--- config.mk ---
export PLATFORM = sky130hd
export DESIGN_NAME = sccb_master
export DESIGN_NICKNAME = d
export VERILOG_FILES = /design/src/rtl/sccb_master.sv
export SDC_FILE = /design/constraint.sdc
export NUM_CORES = 1
export LEC_CHECK = 0
export ABC_AREA = 1
export BUFFER_PORTS_ARGS = -buffer_cell sky130_fd_sc_hd__buf_2
export CAP_MARGIN = 30
export CORE_ASPECT_RATIO = 0.8
export CORE_MARGIN = 2
export CORE_UTILIZATION = 58
export DETAILED_ROUTE_END_ITERATION = 6
export GPL_TIMING_DRIVEN = 1
export PLACE_DENSITY = 0.89
export SLEW_MARGIN = 10
export SYNTH_ARGS = -nofsm -noshare
export SYNTH_HDL_FRONTEND = slang
export SYNTH_SLANG_ARGS = --single-unit
--- constraint.sdc ---
create_clock -name clk -period 2.53 [get_ports clk]
set_clock_uncertainty 0.2 [all_clocks]
set_input_delay 0.253 -clock clk [delete_from_list [all_inputs] [get_ports clk]]
set_output_delay 0.253 -clock clk [all_outputs]
set_load 0.02 [all_outputs]
--- src/rtl/sccb_master.sv ---
// -----------------------------------------------------------------------------
// sccb_master
// SCCB/I2C-style register-access master for the camera control path. Each
// accepted command performs one 16-bit-address register write or read on the
// camera's SCL/SDA. Those lines are driven through split pad signals.
//
// Ports
//   clk, rstn          : block clock, synchronous active-low reset
//   cmd_valid/ready    : command handshake (see below)
//   cmd_rw             : 0 = write, 1 = read
//   cmd_addr[15:0]     : register address, MSB byte sent first
//   cmd_wdata[7:0]     : write data (ignored for reads)
//   rsp_valid          : one-cycle completion pulse
//   rsp_rdata[7:0]     : read data, held until the next read completes
//   rsp_nack           : OR of the 9th-bit samples of all master-sent bytes
//   busy               : inverse of cmd_ready
//   sccb_clk/_en       : SCL value / SCL drive enable (0 = SCL idles high)
//   sccb_data_out/_en  : SDA value / active-low SDA drive enable
//   sccb_data_in       : SDA pad readback
//
// Handshake: a command transfers on a rising clk edge where cmd_valid and
// cmd_ready are both high. cmd_ready is high in IDLE and in the one-cycle
// DONE state. This lets a waiting command start with zero extra idle
// cycles. cmd_valid while busy is ignored.
//
// Timing: each bus phase is built from SCL quarter-periods of CLK_DIV clocks.
// A read puts a STOP after the address bytes. It then leaves the bus free for
// one full SCL period (GAP) before the repeated START. This gives
// 152 quarters per write and 200 per read.
//
// All outputs are flops. They are loaded from the decode of the next state,
// so they line up with the state register without a combinational path.
// -----------------------------------------------------------------------------
module sccb_master #(
   parameter int         CLK_DIV    = 125,
   parameter logic [6:0] SLAVE_ADDR = 7'h3C
) (
   input  logic        clk,
   input  logic        rstn,
   input  logic        cmd_valid,
   output logic        cmd_ready,
   input  logic        cmd_rw,
   input  logic [15:0] cmd_addr,
   input  logic [7:0]  cmd_wdata,
   output logic        rsp_valid,
   output logic [7:0]  rsp_rdata,
   output logic        rsp_nack,
   output logic        busy,
   output logic        sccb_clk,
   output logic        sccb_clk_en,
   output logic        sccb_data_out,
   output logic        sccb_data_en,
   input  logic        sccb_data_in
);

   localparam int             DW       = (CLK_DIV > 1) ? $clog2(CLK_DIV) : 1;
   localparam logic [DW-1:0]  DIV_LAST = DW'(CLK_DIV - 1);

   typedef enum logic [2:0] {
      S_IDLE,
      S_START,
      S_BYTE,
      S_STOP,
      S_GAP,
      S_DONE
   } state_t;

   state_t         state, state_n;
   logic [DW-1:0]  div_cnt, div_n;
   logic [1:0]     quarter, quarter_n;
   logic [3:0]     bit_idx, bit_n;     // 0..7 data bits, 8 = ack bit
   logic [2:0]     byte_idx, byte_n;   // position in the transaction's byte list

   logic           cap_rw;
   logic [15:0]    cap_addr;
   logic [7:0]     cap_wdata;
   logic [7:0]     rx_shift;
   logic           nack_acc;

   logic           accept, quarter_end, phase_end, sample_now, rx_byte_now;
   logic           rx_byte_n;
   logic [7:0]     tx_byte;
   logic           scl_n, scl_en_n, dout_n, den_n, ready_n;

   assign accept      = cmd_valid & cmd_ready;
   assign quarter_end = (div_cnt == DIV_LAST);
   assign phase_end   = quarter_end && (quarter == 2'd3);
   // Byte 4 of a read is the slave-driven data byte.
   assign rx_byte_now = cap_rw && (byte_idx == 3'd4);
   // SDA is sampled on the last clk of the SCL-high q2.
   assign sample_now  = (state == S_BYTE) && (quarter == 2'd2) && quarter_end;

   always_comb begin
      state_n   = state;
      div_n     = '0;
      quarter_n = 2'd0;
      bit_n     = bit_idx;
      byte_n    = byte_idx;
      tx_byte   = 8'hFF;
      rx_byte_n = 1'b0;
      scl_n     = 1'b1;
      scl_en_n  = 1'b0;
      dout_n    = 1'b1;
      den_n     = 1'b1;
      ready_n   = 1'b0;

      if (state != S_IDLE && state != S_DONE) begin
         div_n     = quarter_end ? '0 : div_cnt + 1'b1;
         quarter_n = quarter_end ? quarter + 2'd1 : quarter;
      end

      case (state)
         S_IDLE, S_DONE: begin
            if (accept) begin
               state_n = S_START;
               bit_n   = 4'd0;
               byte_n  = 3'd0;
            end else begin
               state_n = S_IDLE;
            end
         end
         S_START: if (phase_end) begin
            state_n = S_BYTE;
            bit_n   = 4'd0;
         end
         S_BYTE: if (phase_end) begin
            if (bit_idx == 4'd8) begin
               bit_n  = 4'd0;
               byte_n = byte_idx + 3'd1;
               // Write ends after byte 3; a read stops after byte 2 (address
               // phase) and again after byte 4 (read data).
               if (cap_rw ? (byte_idx == 3'd2 || byte_idx == 3'd4) : (byte_idx == 3'd3))
                  state_n = S_STOP;
            end else begin
               bit_n = bit_idx + 4'd1;
            end
         end
         S_STOP: if (phase_end) begin
            state_n = (cap_rw && byte_idx == 3'd3) ? S_GAP : S_DONE;
         end
         S_GAP: if (phase_end) begin
            state_n = S_START;
         end
         default: state_n = S_IDLE;
      endcase

      // Output decode of the next state, registered below.
      case (byte_n)
         3'd0:    tx_byte = {SLAVE_ADDR, 1'b0};
         3'd1:    tx_byte = cap_addr[15:8];
         3'd2:    tx_byte = cap_addr[7:0];
         3'd3:    tx_byte = cap_rw ? {SLAVE_ADDR, 1'b1} : cap_wdata;
         default: tx_byte = 8'hFF;
      endcase
      rx_byte_n = cap_rw && (byte_n == 3'd4);
      ready_n   = (state_n == S_IDLE) || (state_n == S_DONE);

      case (state_n)
         S_START: begin
            scl_en_n = 1'b1;
            den_n    = 1'b0;
            dout_n   = (quarter_n < 2'd2);
            scl_n    = (quarter_n != 2'd3);
         end
         S_BYTE: begin
            scl_en_n = 1'b1;
            scl_n    = quarter_n[1];
            if (bit_n == 4'd8) begin
               // Ack slot: master releases for its own bytes, drives NA
               // (1) after the read byte.
               den_n  = ~rx_byte_n;
               dout_n = 1'b1;
            end else if (rx_byte_n) begin
               den_n  = 1'b1;
               dout_n = 1'b1;
            end else begin
               den_n  = 1'b0;
               dout_n = tx_byte[3'd7 - bit_n[2:0]];
            end
         end
         S_STOP: begin
            if (quarter_n != 2'd3) begin
               scl_en_n = 1'b1;
               den_n    = 1'b0;
               dout_n   = (quarter_n == 2'd2);
               scl_n    = (quarter_n != 2'd0);
            end
         end
         default: ;
      endcase
   end

   always_ff @(posedge clk) begin
      if (!rstn) begin
         state         <= S_IDLE;
         div_cnt       <= '0;
         quarter       <= 2'd0;
         bit_idx       <= 4'd0;
         byte_idx      <= 3'd0;
         cap_rw        <= 1'b0;
         cap_addr      <= 16'd0;
         cap_wdata     <= 8'd0;
         rx_shift      <= 8'd0;
         nack_acc      <= 1'b0;
         cmd_ready     <= 1'b1;
         busy          <= 1'b0;
         rsp_valid     <= 1'b0;
         rsp_rdata     <= 8'd0;
         rsp_nack      <= 1'b0;
         sccb_clk      <= 1'b1;
         sccb_clk_en   <= 1'b0;
         sccb_data_out <= 1'b1;
         sccb_data_en  <= 1'b1;
      end else begin
         state    <= state_n;
         div_cnt  <= div_n;
         quarter  <= quarter_n;
         bit_idx  <= bit_n;
         byte_idx <= byte_n;

         if (accept) begin
            cap_rw    <= cmd_rw;
            cap_addr  <= cmd_addr;
            cap_wdata <= cmd_wdata;
            nack_acc  <= 1'b0;
         end else if (sample_now) begin
            if (rx_byte_now && bit_idx != 4'd8)
               rx_shift <= {rx_shift[6:0], sccb_data_in};
            else if (!rx_byte_now && bit_idx == 4'd8)
               nack_acc <= nack_acc | sccb_data_in;
         end

         rsp_valid <= (state_n == S_DONE);
         if (state_n == S_DONE) begin
            rsp_nack <= nack_acc;
            if (cap_rw)
               rsp_rdata <= rx_shift;
         end

         cmd_ready     <= ready_n;
         busy          <= ~ready_n;
         sccb_clk      <= scl_n;
         sccb_clk_en   <= scl_en_n;
         sccb_data_out <= dout_n;
         sccb_data_en  <= den_n;
      end
   end

endmodule

* Word level (Yosys, flattened, before mapping)
Index checks and enable logic that the tools add are counted.
** Word-level totals
- Register bits after elaboration :: 69
- Bits in latches :: 0
- Memory bits (writable) :: 0
- Bits in read-only memories :: 0
- Input port bits :: 29
- Output and inout bits :: 16
- Logic and storage cells :: 120
- Memories :: 0
** Cells by class
- Add/subtract/negate cells :: 5
- Multipliers :: 0
- Div/mod/pow operators :: 0
- Magnitude comparators :: 2
- Equal/unequal tests :: 25
- Shift operators :: 0
- Muxes and demuxes :: 37
- Bitwise gates (word level) :: 8
- Reduce and logical (&&, ||, !) cells :: 24
** Operators with widths (number)
- one-hot mux 8 bit (4 select lines) :: 1
- two-way mux 3 bit :: 9
- == test 3 x 2 -> 1 bit (second input constant) :: 8
- two-way mux 4 bit :: 4
- == test 3 bit (second input constant) :: 5
- one-hot mux 3 bit (5 select lines) :: 1
- two-way mux 1 bit :: 12
- one-hot mux 4 bit (3 select lines) :: 1
- == test 3 x 1 -> 1 bit (second input constant) :: 3
- logical AND 1 bit :: 9
- logical NOT 3 bit :: 3
- one-hot mux 1 bit (3 select lines) :: 3
- == test 4 bit (second input constant) :: 2
- two-way mux 8 bit :: 1
- adder 7 x 1 -> 7 bit (second input constant) :: 1
- == test 7 bit (second input constant) :: 1
- == test 2 bit (second input constant) :: 3
- inverter 1 bit :: 6
- one-hot mux 3 bit (2 select lines) :: 1
- AND reduction 3 bit :: 2
- OR reduction 2 bit :: 3
- adder 4 x 1 -> 4 bit (second input constant) :: 1
- less-than comparator 3 x 4 -> 1 bit (second input constant) :: 1
- two-way mux 2 bit :: 2
- 17 further kinds :: 18

* Logic depth before layout (Yosys ltp)
Gate-level depths: netlist (run 1).
- Depth in word-level cells :: 11
- Gate-level depth with buffers :: 21
- Depth with buffers taken out :: 20

* Least setup slack after synthesis (run 1)
OpenSTA, ideal clock, no wires.
- Path type :: register to register
- Start point :: register bit_idx[0]
- End point :: register sccb_data_out
- Data arrival time :: 1.906 ns
- Slack :: 0.366 ns
- Stages on the path, launching flop included :: 20
- Cells stage by stage :: dfxtp_1 inv_1 ha_1 nand2_1 nor2_4 nand4_1 nand2_1 nand3_1 nand2_1 buf_4 nand3_1 nor2_1 nor2_1 nand2_1 nand3_1 nand3_1 nand2_1 nand2_1 nand2_1 nand2_1
** On the way
- Cells in the longest elaborated chain, start to end :: 11
- Elaborated cells between the ends (all ways) :: 30
- Those cells by class :: add/sub (2); eq/ne (9); mux (17); reduce/logical (2)
** RTL lines
- from (decl) :: RTL line 71 : logic [3:0] bit_idx, bit_n;
- from (signal assigned) :: RTL line 218 : bit_idx <= bit_n;
- parallel branches: the longest is 10 deep, another holds adder 4 x 1 -> 4 bit
- one-hot mux 1 bit (3 select lines) (*) :: RTL line 158 : case (state_n)
- to (signal assigned) :: RTL line 244 : sccb_data_out <= dout_n;
- to (decl) :: RTL line 51 : output logic sccb_data_out,
Mark *: on every way between the ends. The select of a mux whose other input is x is not followed.
A chain may end at the register's enable or synchronous reset.

* Worst setup path in the final report (run 1)
- Start point :: register bit_idx[1]
- End point :: register sccb_data_out
The elaborated chain is that of the path after synthesis.

==> flow_summary_export.csv, run 1 <==
group,metric,value,unit
grt,grt_pass1_vias,3180,
setup_path,crit_fanout,7,
placed_design,gp_congestion,0.927,
drt,vias,3554,
grt,antenna_found_initial,0,
floorplanning,core_area,5910,um2
sta,setup_viol,0,
drt,viasPerCell,5.26,
logic_synthesis,syn_inst,507,
setup_path,worstSetupPathType,"reg -> reg",
floorplanning,rows,25,
grt,grt_max_degree,45,
setup_path,rrSetupSlack,0.14,ns
layout,drive_gt1_frac,0.227,
floorplanning,ios,45,
grt,grt_pass1_wl,14.2,mm
sta,worstMarginPinSlew,0.541,ns
sta,post-route-period-util,0.944,
min_path,hold_class,"in -> reg",
logic_synthesis,synth.distinct_cells,33,
clocking,cts_tree,"done",
setup_path,critPathCaptureType,"flip-flop",
pwr,power.total,2.34,mW
grt,gr-total-overflow,0,
setup_path,start_kind,"flip-flop",
grt,grt_usage,0.265,
drt,drtPass1Iterations,5,
layout,nNetsFinal,629,
clocking,htreeDepth,3,
layout,area_growth,26.4,%
floorplanning,dieArea,6740,um2
sta,final_hold_viol_count,0,
sta,slew_viol_final,0,
logic_synthesis,synth_fp_nets,546,
status,outcome,"complete, no violations",
logic_synthesis,syn-cell-area,3530,um2
sta,fmax,419,MHz
layout,antenna_cells,0,
floorplanning,chipHeight,73.8,um
clocking,cts.clk_slew.worst_paths,0.08,ns
logic_synthesis,synth.yosys.warnings,0,
logic_synthesis,syn_avg_cell_area,6.97,um2
drt,drc,0,
floorplanning,start_util,0.598,
sta,relSlewSlack,0.639,
sta,fin_crit,2.39,ns
placed_design,dp_cells,630,
drt,wl,8.87,mm
drt,first_iter_violations,200,
logic_synthesis,ys_seq_area_frac,0.391,
pwr,ir_drop,0.419,mV
clocking,clkLatencyLatePin,0.34,ns
logic_synthesis,synth-seq-cells,69,
setup_path,crit_arrival,2.48,ns
pwr,p_per_area,523,nW/um2
clocking,cts.sinks,69,
clocking,cts-root-buf,"clkbuf_8",
placed_design,io_buffer_count,44,
job,drv_cap,0,
clocking,cts_buffers,9,
clocking,clock_path_buffers,2,
pwr,leakagePower,1.99,nW
placed_design,place_hpwl,6.00,mm
drt,detail-route-antenna-nets,0,
drt,wire_per_inst,13.1,um
setup_path,crit_required,2.62,ns
floorplanning,fp.dieW,91.3,um
layout,fin_cells,676,
-- area by class of cell --
| class | instances | area, um2 |
|---|---|---|
| Timing Repair Buffer | 89 | 616 |
| Clock buffer | 9 | 124 |
| Tap cell | 81 | 101 |
| Multi-Input combinational cell | 350 | 1890 |
| Clock inverter | 7 | 73.8 |
| Inverter | 71 | 279 |
| Fill cell | 437 | 1440 |
| Sequential cell | 69 | 1380 |
-- stage by stage --
stage	setup TNS, ns	instance area (um2)	utilization	hold WS (ns)	setup slack, ns
final	0	4470	0.756	0.00407	0.143
after CTS	0	4310	0.728	0.000253	0.0911
after global placement	0	3870	0.655	0.228	0.0473
after global routing	-0.0152	4470	0.756	0.0101	-0.0152
after floorplan	0	3530	-	0.181	0.366
after detailed placement	-0.0226	3870	0.655	0.232	-0.0226
-- layout by cell type (no fill, tap or decap), types with 2 or more instances in the layout --
master,count
nand3_1,27
o21ai_0,49
nor2_2,2
nand3_4,3
clkinv_2,2
xor2_1,6
inv_1,65
clkbuf_8,9
nor2_4,6
dfxtp_1,67
nand2_1,68
buf_2,44
ha_1,8
buf_4,22
nand3_2,8
dfxtp_2,2
inv_6,2
nand2_2,10
inv_2,4
nor3_1,7
nand4_1,12
nor2_1,99
nand2_4,3
a21oi_1,25
clkinv_4,2
dlygate4sd3_1,23
o21ai_2,5
-- synth_stat cells (all sizes together) --
cell	instances	area share
nand4	12	0.021
ha	10	0.035
a21oi	26	0.038
xor2	6	0.015
nor4	2	0.0053
a311oi	1	0.0074
nand2	79	0.092
a21boi	1	0.0032
nor3	8	0.013
o21ai	55	0.083
inv	71	0.076
buf	8	0.019
o211ai	1	0.0021
clkbuf	11	0.012
nand3	38	0.061
dfxtp	69	0.39
or2	1	0.0018
o2111ai	1	0.0025
nor2	107	0.12
-- routing by layer --
layer,share of wire,track usage,vias up
met4,0.025,0.0943,0
met1,0.45,0.329,1617
li1,-,-,1793
met5,0,0,-
met3,0.052,0.0574,27
met2,0.47,0.460,117
-- state kept, by name, indices dropped and copies added (netlist names) --
name and flops:
cmd_ready 1, rsp_valid 1, busy 1, cap_rw 1, sccb_data_out 1, quarter 2, rsp_rdata 8, sccb_clk 1
cap_wdata 8, rx_shift 8, bit_idx 4, state 3, sccb_clk_en 1, cap_addr 16, byte_idx 3, rsp_nack 1
sccb_data_en 1, nack_acc 1, div_cnt 7
-- critical path, cell delays in order, from the launching register on --
cell and delay (ns):
dfxtp_1 0.32, inv_2 0.10, ha_4 0.14, nand2_2 0.06, nor2_4 0.19, nand4_1 0.19
nand2_2 0.16, nand3_4 0.11, nand2_4 0.12, buf_4 0.12, nand4_1 0.07, nand2_1 0.08
inv_1 0.05, nand2_1 0.05, nand3_1 0.07, nand3_1 0.07, nand2_1 0.06, nand2_1 0.06
nand2_1 0.05, nand2_1 0.05
-- power by group --
group / leakage [nW] / internal (mW) / switching [mW]
clock network: 0.0996 / 0.458 / 0.433
registers: 0.565 / 1.14 / 0.0306
logic: 1.33 / 0.116 / 0.163
-- cell families after synthesis --
group | synth area share
adders and majority gates | 0.0354
DFF | 0.391
AOI/OAI and AO/OA | 0.136
and+or+nand+nor | 0.316
xor gates and xnor gates | 0.0149
buffers and inverters | 0.107
-- final timing paths --
check,start,endpoint,cells past startpoint
worst max-delay path,bit_idx[1]$_SDFF_PN0_,sccb_data_out$_SDFF_PN1_,19
worst min-delay path,cmd_wdata[6],cap_wdata[6]$_SDFFE_PN0P_,3
worst max register to register,bit_idx[1]$_SDFF_PN0_,sccb_data_out$_SDFF_PN1_,19
worst min register to register,rsp_rdata[1]$_SDFFE_PN0P_,rsp_rdata[1]$_SDFFE_PN0P_,2
-- what timing repair did --
item | 4_1_cts | 5_1_grt
resized for setup | 1 | 30
hold buffers | 23 | 0
pin swaps | 0 | 11
cloned | 0 | 2
hold endpoints to repair | 23 | 0
setup endpoints to repair | 1 | 8
buffers inserted | 0 | 5
(Power assumes the default switching activity.)
==> run 2: changes to the inputs <==
Settings changed: CORE_UTILIZATION 58 to 52, PLACE_DENSITY 0.89 to 0.85.
Clock period 2.53 ns to 2 ns, I/O delays scaled along.
==> flow_summary_export.csv, run 2 (same netlist as run 1, synthesis figures left out) <==
group,metric,value,unit
status,outcome,"finished with violations",
status,violations,"negative setup slack",
drt,detail-route-antenna-nets,0,
pwr,leakagePower,2.54,nW
layout,drive_gt1_frac,0.466,
pwr,p_comb_frac,0.138,
layout,layout_common_cells,"85 x buf_4, 84 x nor2_1, 59 x dfxtp_1",
setup_path,cpMaxStageDelayCell,"dfxtp_2",
setup_path,crit_arrival,3.05,ns
setup_path,crit_chain,"inv_2, ha_4, nand2_4, nor2_4, nand2_2, nand2_2, nand2_2, nand3_2, nand2_4, clkinv_8, buf_8, nand3_4, nor2_2, nor2_2, nand2_2, nand3_2, nand3_1, nand2_1, nand2_1, nand2_1, nand2_1",
pwr,p_per_area,603,nW/um2
clocking,cts_tree,"done",
layout,fin_area,5760,um2
clocking,clkLatencyLatePin,0.39,ns
clocking,cts_buffers,9,
placed_design,place_hpwl,6.68,mm
setup_path,crit_fanout,7,
grt,grt_pass1_vias,4375,
floorplanning,core_area,6470,um2
pwr,switching_share,0.290,
placed_design,placed_area,4350,um2
setup_path,start_kind,"flip-flop",
setup_path,timing.critical_path.buf_inv,3,
clocking,htreeDepth,3,
layout,regMostFlops,"cap_addr",
sta,fin_crit,2.93,ns
grt,use_met2,0.607,
pwr,ir_drop,0.449,mV
layout,layout_commonest_cell,"buf_4",
sta,relSlewSlack,0.527,
drt,wire_per_inst,22.8,um
floorplanning,rows,26,
floorplanning,start_util,0.546,
layout,fin_util,0.890,
layout,layout.area.seq,1390,um2
grt,grtUsageMet3,0.103,
sta,post-route-period-util,1.47,
floorplanning,dieArea,7480,um2
drt,first_iter_violations,685,
setup_path,critical_path.top_delay_family,"simple AND/OR/NAND/NOR gates",
placed_design,io_buffer_count,44,
grt,grt_max_degree,45,
setup_path,slowest_delay,0.33,ns
layout,largest_register_ffs,16,
grt,grt_usage,0.366,
pwr,power.share.clock,0.435,
sta,setup_viol,36,
sta,worst_hold_slack,0.219,ns
sta,worstMarginPinSlew,0.708,ns
sta,setup_ws,-0.932,ns
setup_path,worstSetupPathType,"reg -> reg",
drt,drtPass1Iterations,7,
setup_path,crit_required,2.12,ns
clocking,cts.sinks,69,
layout,nNetsFinal,720,
sta,rsz0062_at_grt,"yes",
pwr,p_int,2.47,mW
layout,fillCellCount,262,
floorplanning,chipHeight,77.7,um
pwr,switchingPower,1.01,mW
pwr,seq_power_share,0.427,
grt,gr-total-overflow,0,
clocking,clock_path_buffers,2,
clocking,cts-root-buf,"clkbuf_8",
setup_path,critPathCaptureType,"flip-flop",
sta,final_hold_viol_count,0,
sta,slew_viol_final,0,
min_path,hold_class,"in -> reg",
grt,grtUsageMet1,0.407,
sta,fmax,341,MHz
drt,viasPerCell,6.29,
job,drv_cap,0,
grt,grt_pass1_wl,20.8,mm
layout,multi_input_area,2270,um2
grt,grt.busiest_layer,"met2",
drt,wl,17.6,mm
layout,area_growth,62.9,%
floorplanning,fp.dieW,96.2,um
clocking,cts.clk_slew.worst_paths,0.09,ns
drt,drc,0,
placed_design,gp_congestion,1.05,
drt,vias,4859,
floorplanning,ios,45,
grt,antenna_found_initial,0,
[run 2: worst paths after layout]
path | to | start | cells after the start | slack, ns
worst max-delay path | sccb_data_out$_SDFF_PN1_ | bit_idx[1]$_SDFF_PN0_ | 21 | -0.93
worst min-delay path | rsp_rdata[3]$_SDFFE_PN0P_ | rstn | 4 | 0.22
worst max register to register | sccb_data_out$_SDFF_PN1_ | bit_idx[1]$_SDFF_PN0_ | 21 | -0.93
worst min register to register | rsp_rdata[3]$_SDFFE_PN0P_ | rsp_rdata[3]$_SDFFE_PN0P_ | 2 | 0.25
[run 2: timing repair]
item	CTS	global route
pin swaps	29	45
hold endpoints to repair	26	0
gates cloned	0	1
hold buffers	26	0
endpoints found under the setup margin	19	31
setup buffers	22	24
resized for setup	77	123
[run 2: final cells by class]
class / count / share of cell area
Inverter: 71 / 0.0528
Antenna cell: 2 / 0.000869
Sequential cell: 69 / 0.242
Clock inverter: 7 / 0.0215
Tap cell: 84 / 0.0182
Timing Repair Buffer: 182 / 0.249
Multi-Input combinational cell: 348 / 0.394
Clock buffer: 9 / 0.0215
[run 2: per-layer routing]
| layer | part of all wire | vias to the layer above |
|---|---|---|
| met1 | 0.34 | 2174 |
| met5 | 0 | - |
| met3 | 0.12 | 213 |
| met4 | 0.10 | 0 |
| li1 | - | 1971 |
| met2 | 0.44 | 501 |
[run 2: power groups by stage]
stage / clock (mW) / sequential, mW / combinational (mW)
global route: 1.54 / 1.49 / 0.512
CTS: 1.41 / 1.48 / 0.409
finish: 1.51 / 1.48 / 0.479
floorplan: 0 / 1.51 / 0.189
detailed placement: 0 / 1.50 / 0.327
global placement: 0 / 1.50 / 0.313
[run 2: worst register-to-register path: stages, from the launching register on]
cell	delay, ns
dfxtp_2	0.33
inv_2	0.08
ha_4	0.15
nand2_4	0.05
nor2_4	0.22
nand2_2	0.14
nand2_2	0.16
nand2_2	0.09
nand3_2	0.10
nand2_4	0.09
clkinv_8	0.10
buf_8	0.13
nand3_4	0.10
nor2_2	0.16
nor2_2	0.06
nand2_2	0.11
nand3_2	0.11
nand3_1	0.10
nand2_1	0.07
nand2_1	0.11
nand2_1	0.13
nand2_1	0.11
[run 2: stage by stage]
step	instances	setup WS, ns	TNS [ns]	power (mW)
2_1_floorplan	507	-0.138	-1.21	1.70
3_3_place_gp	690	-0.398	-2.40	1.81
3_5_place_dp	690	-0.447	-3.83	1.83
4_1_cts	750	-0.273	-1.89	3.30
5_1_grt	770	-1.11	-13.92	3.54
6_report	772	-0.932	-10.79	3.47
==> run 3: changes to the inputs <==
Settings changed: ABC_AREA 1 to 0.
==> flow_summary_export.csv, run 3 <==
group,metric,value,unit
logic_synthesis,synth_edf_count,0,
setup_path,start_kind,"flip-flop",
sta,slew_viol_final,0,
grt,grt.busiest_layer,"met2",
drt,wire_per_inst,20.4,um
pwr,p_per_area,555,nW/um2
drt,wl,13.4,mm
grt,grt_pass1_vias,3932,
setup_path,worstSetupPathType,"reg -> reg",
drt,viasPerCell,6.11,
logic_synthesis,synth-seq-cells,69,
logic_synthesis,ys.flop_type,"dfxtp_1",
grt,grt_max_degree,29,
grt,use_met2,0.558,
logic_synthesis,synth_area_leader_cell,"dfxtp_1",
sta,worstMarginPinSlew,0.519,ns
drt,first_iter_violations,277,
setup_path,crit_chain,"inv_2, ha_4, and4_4, nand2_2, o211ai_1, o221ai_4, buf_6, a31oi_1, o211a_1, o311ai_1, and3_1",
sta,setup_ws,-0.789,ns
grt,antenna_found_initial,1,
sta,relSlewSlack,0.653,
grt,grtUsageMet1,0.347,
drt,vias,4019,
logic_synthesis,synth_top_area_frac,0.398,
sta,fin_crit,2.79,ns
grt,gr-total-overflow,0,
logic_synthesis,syn_inst,409,
clocking,cts-root-buf,"clkbuf_8",
clocking,cts.clk_slew.worst_paths,0.07,ns
placed_design,gp_congestion,0.964,
drt,drc,0,
setup_path,rrSetupSlack,-0.79,ns
floorplanning,start_util,0.542,
setup_path,crit_fanout,4,
clocking,cts_tree,"done",
clocking,clock_path_buffers,2,
logic_synthesis,syn_avg_cell_area,8.49,um2
setup_path,critPathCaptureType,"flip-flop",
setup_path,cpMaxStageDelayCell,"o211ai_1",
logic_synthesis,synth_fp_nets,448,
setup_path,critical_path.top_delay_family,"compound AO/OA/AOI/OAI gates",
sta,setup_viol,38,
logic_synthesis,synth.area.top_cells,"dfxtp_1 40%, nand2_1 7.2%, mux2i_1 6.6%",
floorplanning,chipHeight,77.1,um
job,drv_cap,0,
logic_synthesis,synth.distinct_cells,67,
placed_design,place_hpwl,6.59,mm
sta,final_hold_viol_count,0,
logic_synthesis,syn-cell-area,3470,um2
placed_design,io_buffer_count,44,
layout,nNetsFinal,608,
layout,layout_common_cells,"79 x buf_4, 62 x nand2_1, 54 x dfxtp_1",
status,outcome,"finished with violations",
floorplanning,fp.dieW,95.4,um
logic_synthesis,post-synth-top-count-cell,"dfxtp_1",
floorplanning,rows,26,
logic_synthesis,synth.yosys.warnings,0,
clocking,cts_buffers,9,
logic_synthesis,ys_seq_area_frac,0.398,
setup_path,timing.critical_path.buf_inv,2,
grt,grt_usage,0.320,
sta,post-route-period-util,1.39,
clocking,clkLatencyLatePin,0.35,ns
pwr,leakagePower,2.42,nW
setup_path,crit_required,2.05,ns
clocking,htreeDepth,3,
floorplanning,dieArea,7350,um2
logic_synthesis,postSynth.asyncResetShare,0,
drt,detail-route-antenna-nets,0,
pwr,ir_drop,0.434,mV
grt,grt_pass1_wl,18.3,mm
layout,largest_register_ffs,16,
layout,area_growth,56.5,%
layout,drive_gt1_frac,0.445,
sta,worst_hold_slack,0.260,ns
layout,fin_util,0.848,
grt,grtUsageMet3,0.111,
floorplanning,core_area,6410,um2
sta,fmax,359,MHz
placed_design,post-place-ws,-0.635,ns
layout,regMostFlops,"cap_addr",
min_path,hold_class,"reg -> reg",
layout,fillCellCount,296,
floorplanning,ios,45,
layout,layout_commonest_cell,"buf_4",
sta,rsz0062_at_grt,"yes",
logic_synthesis,synth_commonest_cells,"69 x dfxtp_1, 67 x nand2_1, 46 x nor2_1",
setup_path,crit_arrival,2.84,ns
status,violations,"negative setup slack",
drt,drtPass1Iterations,7,
clocking,cts.sinks,69,
setup_path,slowest_delay,0.38,ns
[run 3: cell type report]
cell class                 count  area, um2  share of cell area
antenna                        1       2.50            0.000460
clock buffer                   9        124              0.0228
clock inverter                 6       65.1              0.0120
inverter                      18       67.6              0.0124
multi-input combinational    301       2340               0.431
sequential                    69       1410               0.259
tap                           84        105              0.0193
timing repair buffer         170       1320               0.243
[run 3: power breakdown]
group          total (mW)  internal, mW  switching, mW
logic               0.456         0.212          0.244
registers            1.45          1.42         0.0296
clock network        1.11         0.568          0.545
[run 3: timing repair]
action | CTS | global route
buffers inserted | 12 | 10
endpoints found under the hold margin | 28 | 0
pin swaps | 28 | 15
resized for setup | 74 | 43
hold buffers | 27 | 0
gates cloned | 1 | 0
endpoints found under the setup margin | 38 | 38
[run 3: kinds of logic after synthesis]
logic type	Yosys count	synth area share
flip-flops	69	0.398
multiplexers	28	0.0832
AO/OA/AOI/OAI	80	0.156
AND/OR/NAND/NOR	172	0.246
XOR/XNOR	10	0.0306
adder cells (fa/ha/maj)	10	0.0360
buffers and inverters	40	0.0508
[run 3: through the flow]
step           cell area, um2  setup TNS, ns  std cells  power [mW]
4_1_cts                  5210          -4.17        650        2.94
3_5_place_dp             4360          -7.24        596        1.77
5_1_grt                  5430         -11.55        657        3.12
3_3_place_gp             4360          -5.11        596        1.76
6_report                 5440         -10.20        658        3.01
2_1_floorplan            3530          -2.19        409        1.65
[run 3: final timing paths]
path,endpoint,startpoint,cells past startpoint
setup / recovery,sccb_data_out$_SDFF_PN1_,div_cnt[0]$_SDFF_PP0_,11
hold / removal,cap_addr[11]$_SDFFE_PN0P_,cap_addr[11]$_SDFFE_PN0P_,2
setup reg to reg,sccb_data_out$_SDFF_PN1_,div_cnt[0]$_SDFF_PP0_,11
hold reg to reg,cap_addr[11]$_SDFFE_PN0P_,cap_addr[11]$_SDFFE_PN0P_,2
[run 3: worst min-delay path, stage by stage, from the launching register on]
cell,delay [ns]
dfxtp_1,0.31
nand2_1,0.05
a21oi_1,0.05
[run 3: metal layers]
metal	up-vias	routed length (um)
met5	-	0
met4	0	818
met3	88	1330
met2	285	6470
met1	1902	4810
li1	1744	-
